==> src/rtl/daq_pkg.sv <==
// Shared types and helpers for the DAQ capture path.
//   state_e         : capture FSM state encoding (matches out_state)
//   trig_e          : trigger mode encoding (reserved mode behaves as software)
//   SLOT_WIDTH      : width of one packed sample slot
//   frames_per_word : how many whole frames fit in one output word
package daq_pkg;

    localparam int SLOT_WIDTH = 16;

    typedef enum logic [1:0] {
        ST_IDLE    = 2'b00,
        ST_ARMED   = 2'b01,
        ST_CAPTURE = 2'b10,
        ST_DONE    = 2'b11
    } state_e;

    typedef enum logic [1:0] {
        TRIG_SW    = 2'b00,
        TRIG_LEVEL = 2'b01,
        TRIG_IMM   = 2'b10,
        TRIG_RSVD  = 2'b11
    } trig_e;

    function automatic int frames_per_word(input int axis_w, input int channels);
        return axis_w / (SLOT_WIDTH * channels);
    endfunction

endpackage

==> src/rtl/axis_skid_buffer_2.sv <==
// Two-entry output buffer with AXI-Stream style read side.
//   clk_i, rst_ni         : clock, async active-low reset
//   s_data_i/s_last_i     : word to store, written when s_valid_i and not full
//   m_data_o/m_last_o     : head word, held stable until m_valid_o && m_ready_i
//   full_o/empty_o        : occupancy flags; the writer drops on full
module axis_skid_buffer_2 #(
    parameter int DATA_W = 32
) (
    input  logic              clk_i,
    input  logic              rst_ni,
    input  logic [DATA_W-1:0] s_data_i,
    input  logic              s_last_i,
    input  logic              s_valid_i,
    output logic [DATA_W-1:0] m_data_o,
    output logic              m_last_o,
    output logic              m_valid_o,
    input  logic              m_ready_i,
    output logic              full_o,
    output logic              empty_o
);

    logic [DATA_W:0] mem_q [2];
    logic            wr_ptr_q;
    logic            rd_ptr_q;
    logic [1:0]      cnt_q;
    logic            push;
    logic            pop;

    assign full_o    = (cnt_q == 2'd2);
    assign empty_o   = (cnt_q == 2'd0);
    assign push      = s_valid_i && !full_o;
    assign pop       = !empty_o && m_ready_i;
    assign m_valid_o = !empty_o;
    assign {m_last_o, m_data_o} = mem_q[rd_ptr_q];

    always_ff @(posedge clk_i or negedge rst_ni) begin
        if (!rst_ni) begin
            mem_q[0] <= '0;
            mem_q[1] <= '0;
            wr_ptr_q <= 1'b0;
            rd_ptr_q <= 1'b0;
            cnt_q    <= 2'd0;
        end else begin
            if (push) begin
                mem_q[wr_ptr_q] <= {s_last_i, s_data_i};
                wr_ptr_q        <= !wr_ptr_q;
            end
            if (pop) rd_ptr_q <= !rd_ptr_q;
            cnt_q <= cnt_q + {1'b0, push} - {1'b0, pop};
        end
    end

endmodule

==> src/rtl/daq_capture_packer.sv <==
// Triggered multi-lane ADC capture and packer.
//   in_data/in_data_valid      : flattened ADC lanes (ch0 in LSBs) and strobe
//   in_pattern_en              : counter test pattern instead of ADC data
//   in_decim/in_capture_len    : keep 1 of N frames; frames per capture (0 = run)
//   in_trig_*/in_arm/in_abort  : trigger setup and control pulses
//   out_data/out_valid/in_ready/out_last : packed word stream
//   out_state/out_overflow/out_drop_cnt/out_frames : status
// Mode inputs are latched on arm and held for the whole capture.
module daq_capture_packer
    import daq_pkg::*;
#(
    parameter int INT_CHANNELS        = 2,
    parameter int INT_SAMPLE_WIDTH    = 10,
    parameter int INT_SIGNED          = 1,
    parameter int INT_AXIS_DATA_WIDTH = 32,
    parameter int INT_LEN_WIDTH       = 16,
    parameter int INT_DECIM_WIDTH     = 16
) (
    input  logic                                     in_clk,
    input  logic                                     in_rst_n,
    input  logic [INT_CHANNELS*INT_SAMPLE_WIDTH-1:0] in_data,
    input  logic                                     in_data_valid,
    input  logic                                     in_pattern_en,
    input  logic [INT_DECIM_WIDTH-1:0]               in_decim,
    input  logic [INT_LEN_WIDTH-1:0]                 in_capture_len,
    input  logic [1:0]                               in_trig_mode,
    input  logic [1:0]                               in_trig_ch,
    input  logic [INT_SAMPLE_WIDTH-1:0]              in_trig_level,
    input  logic                                     in_arm,
    input  logic                                     in_trig_sw,
    input  logic                                     in_abort,
    output logic [INT_AXIS_DATA_WIDTH-1:0]           out_data,
    output logic                                     out_valid,
    input  logic                                     in_ready,
    output logic                                     out_last,
    output logic [1:0]                               out_state,
    output logic                                     out_overflow,
    output logic [15:0]                              out_drop_cnt,
    output logic [INT_LEN_WIDTH-1:0]                 out_frames
);

    localparam int CH      = INT_CHANNELS;
    localparam int SW      = INT_SAMPLE_WIDTH;
    localparam int FRAME_W = SLOT_WIDTH * CH;
    localparam int FPW     = frames_per_word(INT_AXIS_DATA_WIDTH, INT_CHANNELS);
    localparam int FIDX_W  = (FPW > 1) ? $clog2(FPW) : 1;

    if (FPW < 1 || (INT_AXIS_DATA_WIDTH % FRAME_W) != 0) begin : g_bad_width
        $error("INT_AXIS_DATA_WIDTH must be a nonzero multiple of 16*INT_CHANNELS");
    end

    // latched configuration
    logic                       cfg_pat_q;
    logic [INT_DECIM_WIDTH-1:0] cfg_decim_q;
    logic [INT_LEN_WIDTH-1:0]   cfg_len_q;
    trig_e                      cfg_mode_q;
    logic [1:0]                 cfg_ch_q;
    logic [SW-1:0]              cfg_level_q;

    state_e                         state_q;
    logic [SW-1:0]                  base_q;
    logic [CH*SW-1:0]               s1_data_q;
    logic                           s1_vld_q;
    logic [SW-1:0]                  prev_q;
    logic                           prev_vld_q;
    logic [INT_DECIM_WIDTH-1:0]     dcnt_q;
    logic [INT_LEN_WIDTH-1:0]       frames_q;
    logic [INT_AXIS_DATA_WIDTH-1:0] acc_q;
    logic [FIDX_W-1:0]              fidx_q;
    logic [INT_AXIS_DATA_WIDTH-1:0] word_q;
    logic                           word_last_q;
    logic                           word_vld_q;
    logic                           overflow_q;
    logic [15:0]                    drop_q;

    logic [CH*SW-1:0]               pat;
    logic [FRAME_W-1:0]             frame_ext;
    logic [INT_AXIS_DATA_WIDTH-1:0] acc_d;
    logic [1:0]                     tch_sel;
    logic [SW-1:0]                  cur_smp;
    logic                           level_hit, trig, cap_active, accept, is_last, word_done;
    logic [INT_DECIM_WIDTH-1:0]     decim_max, dcnt_cur;
    logic [INT_LEN_WIDTH-1:0]       frames_d;
    logic                           buf_full, buf_empty, drop;

    function automatic logic [SLOT_WIDTH-1:0] ext(input logic [SW-1:0] s);
        logic [SLOT_WIDTH-1:0] r;
        logic                  sgn;
        sgn       = (INT_SIGNED != 0) && s[SW-1];
        r         = {SLOT_WIDTH{sgn}};
        r[SW-1:0] = s;
        return r;
    endfunction

    function automatic logic ge(input logic [SW-1:0] a, input logic [SW-1:0] b);
        if (INT_SIGNED != 0) return $signed(a) >= $signed(b);
        else                 return a >= b;
    endfunction

    always_comb begin
        pat       = '0;
        frame_ext = '0;
        for (int c = 0; c < CH; c++) begin
            pat[c*SW +: SW]                     = base_q + SW'(c);
            frame_ext[c*SLOT_WIDTH +: SLOT_WIDTH] = ext(s1_data_q[c*SW +: SW]);
        end
    end

    assign tch_sel   = (int'(cfg_ch_q) < CH) ? cfg_ch_q : 2'd0;
    assign cur_smp   = s1_data_q[tch_sel*SW +: SW];
    assign level_hit = s1_vld_q && prev_vld_q && !ge(prev_q, cfg_level_q) && ge(cur_smp, cfg_level_q);

    always_comb begin
        case (cfg_mode_q)
            TRIG_LEVEL: trig = level_hit;
            TRIG_IMM:   trig = s1_vld_q;
            default:    trig = in_trig_sw;
        endcase
    end

    // The trigger frame itself is the first captured frame, so in ARMED the
    // decimation counter is treated as already reset.
    assign decim_max  = (cfg_decim_q > INT_DECIM_WIDTH'(1)) ? cfg_decim_q - 1'b1 : '0;
    assign dcnt_cur   = (state_q == ST_ARMED) ? '0 : dcnt_q;
    assign cap_active = (state_q == ST_CAPTURE) || (state_q == ST_ARMED && trig);
    assign accept     = cap_active && s1_vld_q && (dcnt_cur == '0);
    assign frames_d   = frames_q + 1'b1;
    assign is_last    = accept && (cfg_len_q != '0) && (frames_d == cfg_len_q);
    assign word_done  = accept && (is_last || fidx_q == FIDX_W'(FPW - 1));
    assign drop       = word_vld_q && buf_full;

    always_comb begin
        acc_d = acc_q;
        acc_d[fidx_q*FRAME_W +: FRAME_W] = frame_ext;
    end

    // input stage and pattern generator
    always_ff @(posedge in_clk or negedge in_rst_n) begin
        if (!in_rst_n) begin
            base_q    <= '0;
            s1_data_q <= '0;
            s1_vld_q  <= 1'b0;
        end else begin
            s1_vld_q <= in_data_valid;
            if (in_data_valid) begin
                base_q    <= base_q + 1'b1;
                s1_data_q <= cfg_pat_q ? pat : in_data;
            end
        end
    end

    always_ff @(posedge in_clk or negedge in_rst_n) begin
        if (!in_rst_n) begin
            state_q     <= ST_IDLE;
            cfg_pat_q   <= 1'b0;
            cfg_decim_q <= '0;
            cfg_len_q   <= '0;
            cfg_mode_q  <= TRIG_SW;
            cfg_ch_q    <= '0;
            cfg_level_q <= '0;
            prev_q      <= '0;
            prev_vld_q  <= 1'b0;
            dcnt_q      <= '0;
            frames_q    <= '0;
            acc_q       <= '0;
            fidx_q      <= '0;
            word_q      <= '0;
            word_last_q <= 1'b0;
            word_vld_q  <= 1'b0;
            overflow_q  <= 1'b0;
            drop_q      <= '0;
        end else begin
            word_vld_q <= 1'b0;
            if (s1_vld_q) begin
                prev_q     <= cur_smp;
                prev_vld_q <= 1'b1;
            end
            if (drop) begin
                overflow_q <= 1'b1;
                if (drop_q != 16'hFFFF) drop_q <= drop_q + 1'b1;
            end
            if (in_abort) begin
                state_q <= ST_IDLE;
                acc_q   <= '0;
                fidx_q  <= '0;
            end else begin
                case (state_q)
                    ST_IDLE: if (in_arm) begin
                        state_q     <= ST_ARMED;
                        cfg_pat_q   <= in_pattern_en;
                        cfg_decim_q <= in_decim;
                        cfg_len_q   <= in_capture_len;
                        cfg_mode_q  <= trig_e'(in_trig_mode);
                        cfg_ch_q    <= in_trig_ch;
                        cfg_level_q <= in_trig_level;
                        prev_vld_q  <= 1'b0;
                        overflow_q  <= 1'b0;
                        drop_q      <= '0;
                        frames_q    <= '0;
                    end
                    ST_ARMED: if (trig) begin
                        state_q <= ST_CAPTURE;
                        dcnt_q  <= '0;
                    end
                    ST_CAPTURE: begin end
                    // the final word may still sit in word_q on its way to the buffer
                    ST_DONE: if (buf_empty && !word_vld_q) state_q <= ST_IDLE;
                    default: state_q <= ST_IDLE;
                endcase
                if (cap_active && s1_vld_q)
                    dcnt_q <= (dcnt_cur == decim_max) ? '0 : dcnt_cur + 1'b1;
                if (accept) begin
                    frames_q <= frames_d;
                    if (word_done) begin
                        word_q      <= acc_d;
                        word_last_q <= is_last;
                        word_vld_q  <= 1'b1;
                        acc_q       <= '0;
                        fidx_q      <= '0;
                    end else begin
                        acc_q  <= acc_d;
                        fidx_q <= fidx_q + 1'b1;
                    end
                    if (is_last) state_q <= ST_DONE;
                end
            end
        end
    end

    axis_skid_buffer_2 #(.DATA_W(INT_AXIS_DATA_WIDTH)) u_obuf (
        .clk_i     (in_clk),
        .rst_ni    (in_rst_n),
        .s_data_i  (word_q),
        .s_last_i  (word_last_q),
        .s_valid_i (word_vld_q),
        .m_data_o  (out_data),
        .m_last_o  (out_last),
        .m_valid_o (out_valid),
        .m_ready_i (in_ready),
        .full_o    (buf_full),
        .empty_o   (buf_empty)
    );

    assign out_state    = state_q;
    assign out_overflow = overflow_q;
    assign out_drop_cnt = drop_q;
    assign out_frames   = frames_q;

endmodule

==> config.mk <==
export PLATFORM = sky130hd
export DESIGN_NAME = daq_capture_packer
export DESIGN_NICKNAME = d
export VERILOG_FILES = /design/src/rtl/daq_pkg.sv /design/src/rtl/axis_skid_buffer_2.sv /design/src/rtl/daq_capture_packer.sv
export SDC_FILE = /design/constraint.sdc
export NUM_CORES = 1
export LEC_CHECK = 0
export BUFFER_PORTS_ARGS = -buffer_cell sky130_fd_sc_hd__buf_4
export CAP_MARGIN = 20
export CELL_PAD_IN_SITES_DETAIL_PLACEMENT = 0
export CELL_PAD_IN_SITES_GLOBAL_PLACEMENT = 2
export CORE_ASPECT_RATIO = 0.5
export CORE_UTILIZATION = 35
export CTS_CLUSTER_DIAMETER = 150
export CTS_CLUSTER_SIZE = 10
export DETAILED_ROUTE_END_ITERATION = 8
export GPL_ROUTABILITY_DRIVEN = 1
export PLACE_DENSITY_LB_ADDON = 0.15
export SLEW_MARGIN = 20
export SYNTH_ARGS = -nofsm -noshare
export SYNTH_HDL_FRONTEND = slang
export SYNTH_SLANG_ARGS = --single-unit
==> constraint.sdc <==
create_clock -name in_clk -period 3.8 [get_ports in_clk]
set_input_delay 0.76 -clock in_clk [delete_from_list [all_inputs] [get_ports in_clk]]
set_output_delay 0.76 -clock in_clk [all_outputs]
set_load 0.01 [all_outputs]
# Yosys cells after proc, flatten, opt, wreduce, memory -nomap -nowiden
# Index checks and enable logic that the tools add are counted.
[word_totals]
regBits = 277
output_inout_bits = 69
[classes]
addsub = 9
mul = 1
n_lt_le_gt_ge = 7
n_eq_ne = 9
n_shift = 3
muxes = 48
bitwise = 4
reduce_logical = 35
[op_table]
columns = ["op", "count"]
rows = [
  ["two-way mux 16 bit", 14],
  ["two-way mux 33 bit", 4],
  ["two-way mux 32 bit", 3],
  ["bitwise mux 66 bit", 1],
  ["adder 16 x 1 -> 16 bit, second input constant", 3],
  ["negation 6 -> 34 bit", 1],
  ["variable shift 32 x 34 -> 32 bit, first input constant", 1],
  ["variable part select 32 x 34 -> 32 bit", 1],
  ["demux 33 bit (select 1 bit)", 1],
  ["bitwise mux 32 bit", 1],
  ["equality test 16 bit", 2],
  ["greater-or-equal comparator 10 bit", 2],
  ["two-way mux 20 bit", 1],
  ["variable part select 20 x 7 -> 10 bit", 1],
  ["> comparator 16 x 1 -> 1 bit, second input constant", 1],
  ["logical NOT 16 bit", 1],
  ["!= test 16 bit, second input constant", 1],
  ["nonzero test 16 bit", 1],
  ["subtractor 16 x 1 -> 16 bit, second input constant", 1],
  ["logical AND 1 bit", 14],
  ["two-way mux 1 bit", 14],
  ["two-way mux 2 bit", 7],
  ["AND reduction 3 bit", 4],
  ["adder 10 x 1 -> 10 bit, second input constant", 1],
  ["17 further kinds", 35],
]

# Depth between registers and ports, before layout
[logic_depth]
ltp_word = 18
mapped_depth = 15

# Hierarchy
# From an unflattened synthesis, not the netlist that was laid out.
[hier_totals]
hier_cells = 1280
hier_area_um2 = 14362.5
[by_module_without_submodules]
columns = ["mod", "n_inst", "cells_per_inst", "area_per_inst_um2"]
rows = [
  ["daq_capture_packer", 1, 1085, 11138.2],
  ["axis_skid_buffer_2", 1, 195, 3224.3],
]

# Least setup slack after synthesis
# OpenSTA, ideal clock, no wires.
[synth_path]
kind = "register to register"
startpoint = "register cfg_decim_q[6]"
endpoint = "register dcnt_q[15]"
setup_time_ps = 129
arrival_ps = 3514
t_required_ps = 3671
setup_slack_ps = 157
stages_incl_launch_ff = 14
period_less_slack_ps = 3643
path_cell_list = "dfrtp_1 > buf_6 > or4_4 > buf_6 > or4_4 > xnor2_1 > mux2_2 > o31ai_1 > nand4_1 > a2111o_1 > buf_6 > buf_6 > a32oi_1 > o31ai_1"
[synth_via]
elab_chain_cells = 5
word_cells_on_any_way = 6
cone_classes = "add/sub: 1; order compare: 1; eq/ne: 1; mux: 3"
[synth_lines]
columns = ["element", "line_no", "rtl"]
rows = [
  ["from (decl)", "daq_capture_packer.sv:54", "logic [INT_DECIM_WIDTH-1:0] cfg_decim_q;"],
  ["from (signal assigned)", "daq_capture_packer.sv:191", "cfg_decim_q <= in_decim;"],
  ["subtractor 16 x 1 -> 16 bit or > comparator 16 x 1 -> 1 bit (tied branches)", "daq_capture_packer.sv:123", "assign decim_max = (cfg_decim_q > INT_DECIM_WIDTH'(1)) ? cfg_decim_q - 1'b1 : '0;"],
  ["two-way mux 16 bit *", "daq_capture_packer.sv:123", ""],
  ["equality test 16 bit *", "daq_capture_packer.sv:211", "dcnt_q <= (dcnt_cur == decim_max) ? '0 : dcnt_cur + 1'b1;"],
  ["two-way mux 16 bit *", "daq_capture_packer.sv:211", ""],
  ["two-way mux 16 bit *", "daq_capture_packer.sv:210", "if (cap_active && s1_vld_q)"],
  ["to (signal assigned)", "daq_capture_packer.sv:211", ""],
  ["to (decl)", "daq_capture_packer.sv:66", "logic [INT_DECIM_WIDTH-1:0] dcnt_q;"],
]
# Every way passes the cells marked *; elsewhere a longest branch is shown, timed or not.
# A chain may end at the register's enable or synchronous reset.

# Worst setup path after layout
[layout_path]
startpoint = "register cfg_decim_q[8]"
endpoint = "register dcnt_q[7]"
# Same word-level chain as after synthesis.

==> results.tsv <==
metric	value	unit
status	completed	
All-Layer GR Usage	0.172	
Vias/cell	5.12	
slowest CP cell	or4_4	
Max-slew headroom	0.571	
top post-synthesis cells by area	dfrtp_1, mux2_2, xnor2_1	
fraction of the cycle the final worst path needs	0.950	
clk sinks	277	
Hold Vio Cnt, Final	0	
R2R cell count	10	
core footprint	39100	um2
Worst IR Drop VDD	0.368	mV
CTS buffer count	31	
CP Max Fanout	20	
WP data arrival	4.06	ns
grt total ovfl	0	
CTS tree	done	
Synth top area share	0.498	
Synth warnings	0	
vias in the first global route	10036	
area leader, netlist	dfrtp_1	
Avg Inst Size Synth	10.8	um2
layout cell share with drive strength beyond 1	0.280	
min-delay worst type	input port to asynchronous set/reset pin	
crit path launch	cfg_decim_q[8]	
final core occ	0.425	
Seq cells post-synth	277	
critical path type	register to register	
clk root buf	clkbuf_16	
first-pass GRT wire length	56.1	mm
Slew @ Worst Pin	0.643	ns
R2R Path End	dcnt_q[7]	
Final setup viols	0	
clock slew at reported path FFs	0.06	ns
Chip Width	284	um
crit-path max cell delay	0.57	ns
register-to-register setup slack	0.19	ns
syn nets	1396	
Nets	1532	
H-tree depth	1	
Primary FF master, synth	dfrtp_1	
Clock Skews	0.0270	ns
RR Startpoint	cfg_decim_q[8]	
die area	40600	um2
CTS resizes	0	
Clock power frac	0.237	
total number of vias	10032	
internal power	7.13	mW
Critical Path Start Type	register	
Cell Chain, Critical Path	or4_4, or4_4, xnor2_2, mux2_2, o31ai_1, nand4_1, a2111o_1, buf_12, nand2_1, o311ai_0	
sw power	3.79	mW
switch share	0.347	
hold buffers post-CTS	0	
postcts setup bufs	0	
Post-synth ARST share	1.00	
Max-Cap Viols	0	
Placement Setup Slack	0.115	ns
unrepaired setup endpoints after global routing	no	
Starting Density	0.356	
Cell Rows	51	
share of power burned in registers	0.412	
worst hold margin	0.184	ns
Max Root-Sink Buffers	3	
cell with the most instances after synthesis	dfrtp_1	
Initial DRT Pass Iterations	4	
crit end category	register	
DR WL/cell	17.8	um
Final Slew Violations	0	
worst path buffer plus inverter count	1	
drt first-iter violations	590	
Setup WS post-layout	0.189	ns
CP top delay family	simple AND/OR/NAND/NOR gates	
Post-Syn Area	13900	um2
post-synth cell types	63	
largest net degree at the start of global routing	84	
Syn-to-layout area delta	19.2	%
Syn Inst Count	1291	
dpl cell area	15700	um2
power density cells	659	nW/um2
Final GP Congestion	0.835	
Die Y	143	um
Logic pwr share	0.351	
I/O pin count	143	
WL final	34.9	mm
hpwl dp	24.0	mm
most frequent cell on the critical path	or4_4	
Routed Antenna Nets	0	
Skew-Pair Late Insertion Delay	0.59	ns
Peak Freq	277	MHz
synth cell count leaders	dfrtp_1, mux2_2, nand2_1	
register area share after synthesis	0.498	
Final Critical Period	3.61	ns
EDFF count, synth	0	
DRC	0	
Port Buffer Count	142	
Worst EP required	4.25	ns
initial antenna violation count	0	
setup_tns	0	ns
final instance area	16600	um2
Pleak	7.57	nW
[layout by cell type (no fill, tap or decap), types with 7 or more instances in the layout]
cell type / synthesis / routed
dfrtp_1: 277 / 276
buf_4: 0 / 172
mux2_2: 161 / 161
nand2_1: 101 / 101
o21ai_0: 77 / 77
a21oi_1: 67 / 66
nor2_1: 66 / 65
xnor2_1: 49 / 48
and2_1: 39 / 39
inv_1: 37 / 37
nand3_1: 35 / 35
mux2i_1: 33 / 33
clkbuf_16: 0 / 32
ha_1: 31 / 30
xor2_1: 23 / 23
nand4_1: 18 / 18
nor3_1: 18 / 18
a21o_1: 19 / 18
nor4_1: 15 / 15
and3_1: 14 / 14
nand3b_1: 10 / 10
nand2b_1: 9 / 9
o31ai_1: 9 / 9
or3_1: 8 / 8
buf_12: 0 / 8
a31oi_1: 7 / 7
[registers in the layout, indices dropped and copies added (netlist names), 2 cells and up]
| name | count |
|---|---|
| cfg_len_q | 16 |
| base_q | 10 |
| prev_q | 10 |
| u_obuf.cnt_q | 2 |
| s1_data_q | 20 |
| out_frames | 16 |
| dcnt_q | 16 |
| u_obuf.mem_q | 66 |
| acc_q | 32 |
| cfg_decim_q | 16 |
| word_q | 32 |
| cfg_ch_q | 2 |
| cfg_level_q | 10 |
| out_drop_cnt | 16 |
| cfg_mode_q | 2 |
| out_state | 2 |
[cell type report]
type	count	area [um2]
Antenna cell	1	2.50
Clock buffer	31	776
Clock inverter	2	25.0
Fill cell	3761	22500
Inverter	37	139
Multi-Input combinational cell	898	6550
Sequential cell	277	6930
Tap cell	530	663
Timing Repair Buffer	182	1490
[worst max path at each step]
stage | depth (start not counted) | to
after floorplan | 13 | dcnt_q[15]
after detailed placement | 10 | dcnt_q[7]
after global routing | 12 | dcnt_q[7]
final | 10 | dcnt_q[7]
after global placement | 10 | dcnt_q[7]
after CTS | 14 | word_q[30]
[layer usage]
metal / vias to the layer above / share of wire / GRT usage / wire length, um
met5: - / 0 / 0 / 0
met4: 0 / 0.017 / 0.0350 / 599
met3: 45 / 0.035 / 0.0308 / 1220
met2: 148 / 0.46 / 0.276 / 16000
met1: 5009 / 0.49 / 0.244 / 17100
li1: 4830 / - / - / -
[kinds of logic after synthesis]
kind of cell	Yosys count	share of synthesized area
and+or+nand+nor	373	0.140
DFF	277	0.498
AOI/OAI and AO/OA	227	0.0989
muxes	194	0.154
buffers and inverters	116	0.0337
xor gates and xnor gates	73	0.0469
adders and majority gates	31	0.0279
[power groups by stage]
stage                     Combinational (mW)  Sequential [mW]  Clock (mW)
after floorplan                         2.73             4.25           0
after detailed placement                3.84             4.56           0
after CTS                               3.86             4.51        2.71
final                                   3.84             4.50        2.59
after global routing                    4.31             4.64        2.82
after global placement                  3.76             4.52           0
[through the flow]
stage / std cells / total power [mW]
CTS: 1955 / 11.1
finish: 1958 / 10.9
global route: 1957 / 11.8
detailed placement: 1922 / 8.40
global placement: 1922 / 8.28
floorplan: 1291 / 6.98
Power figures use the tool's default switching activity.
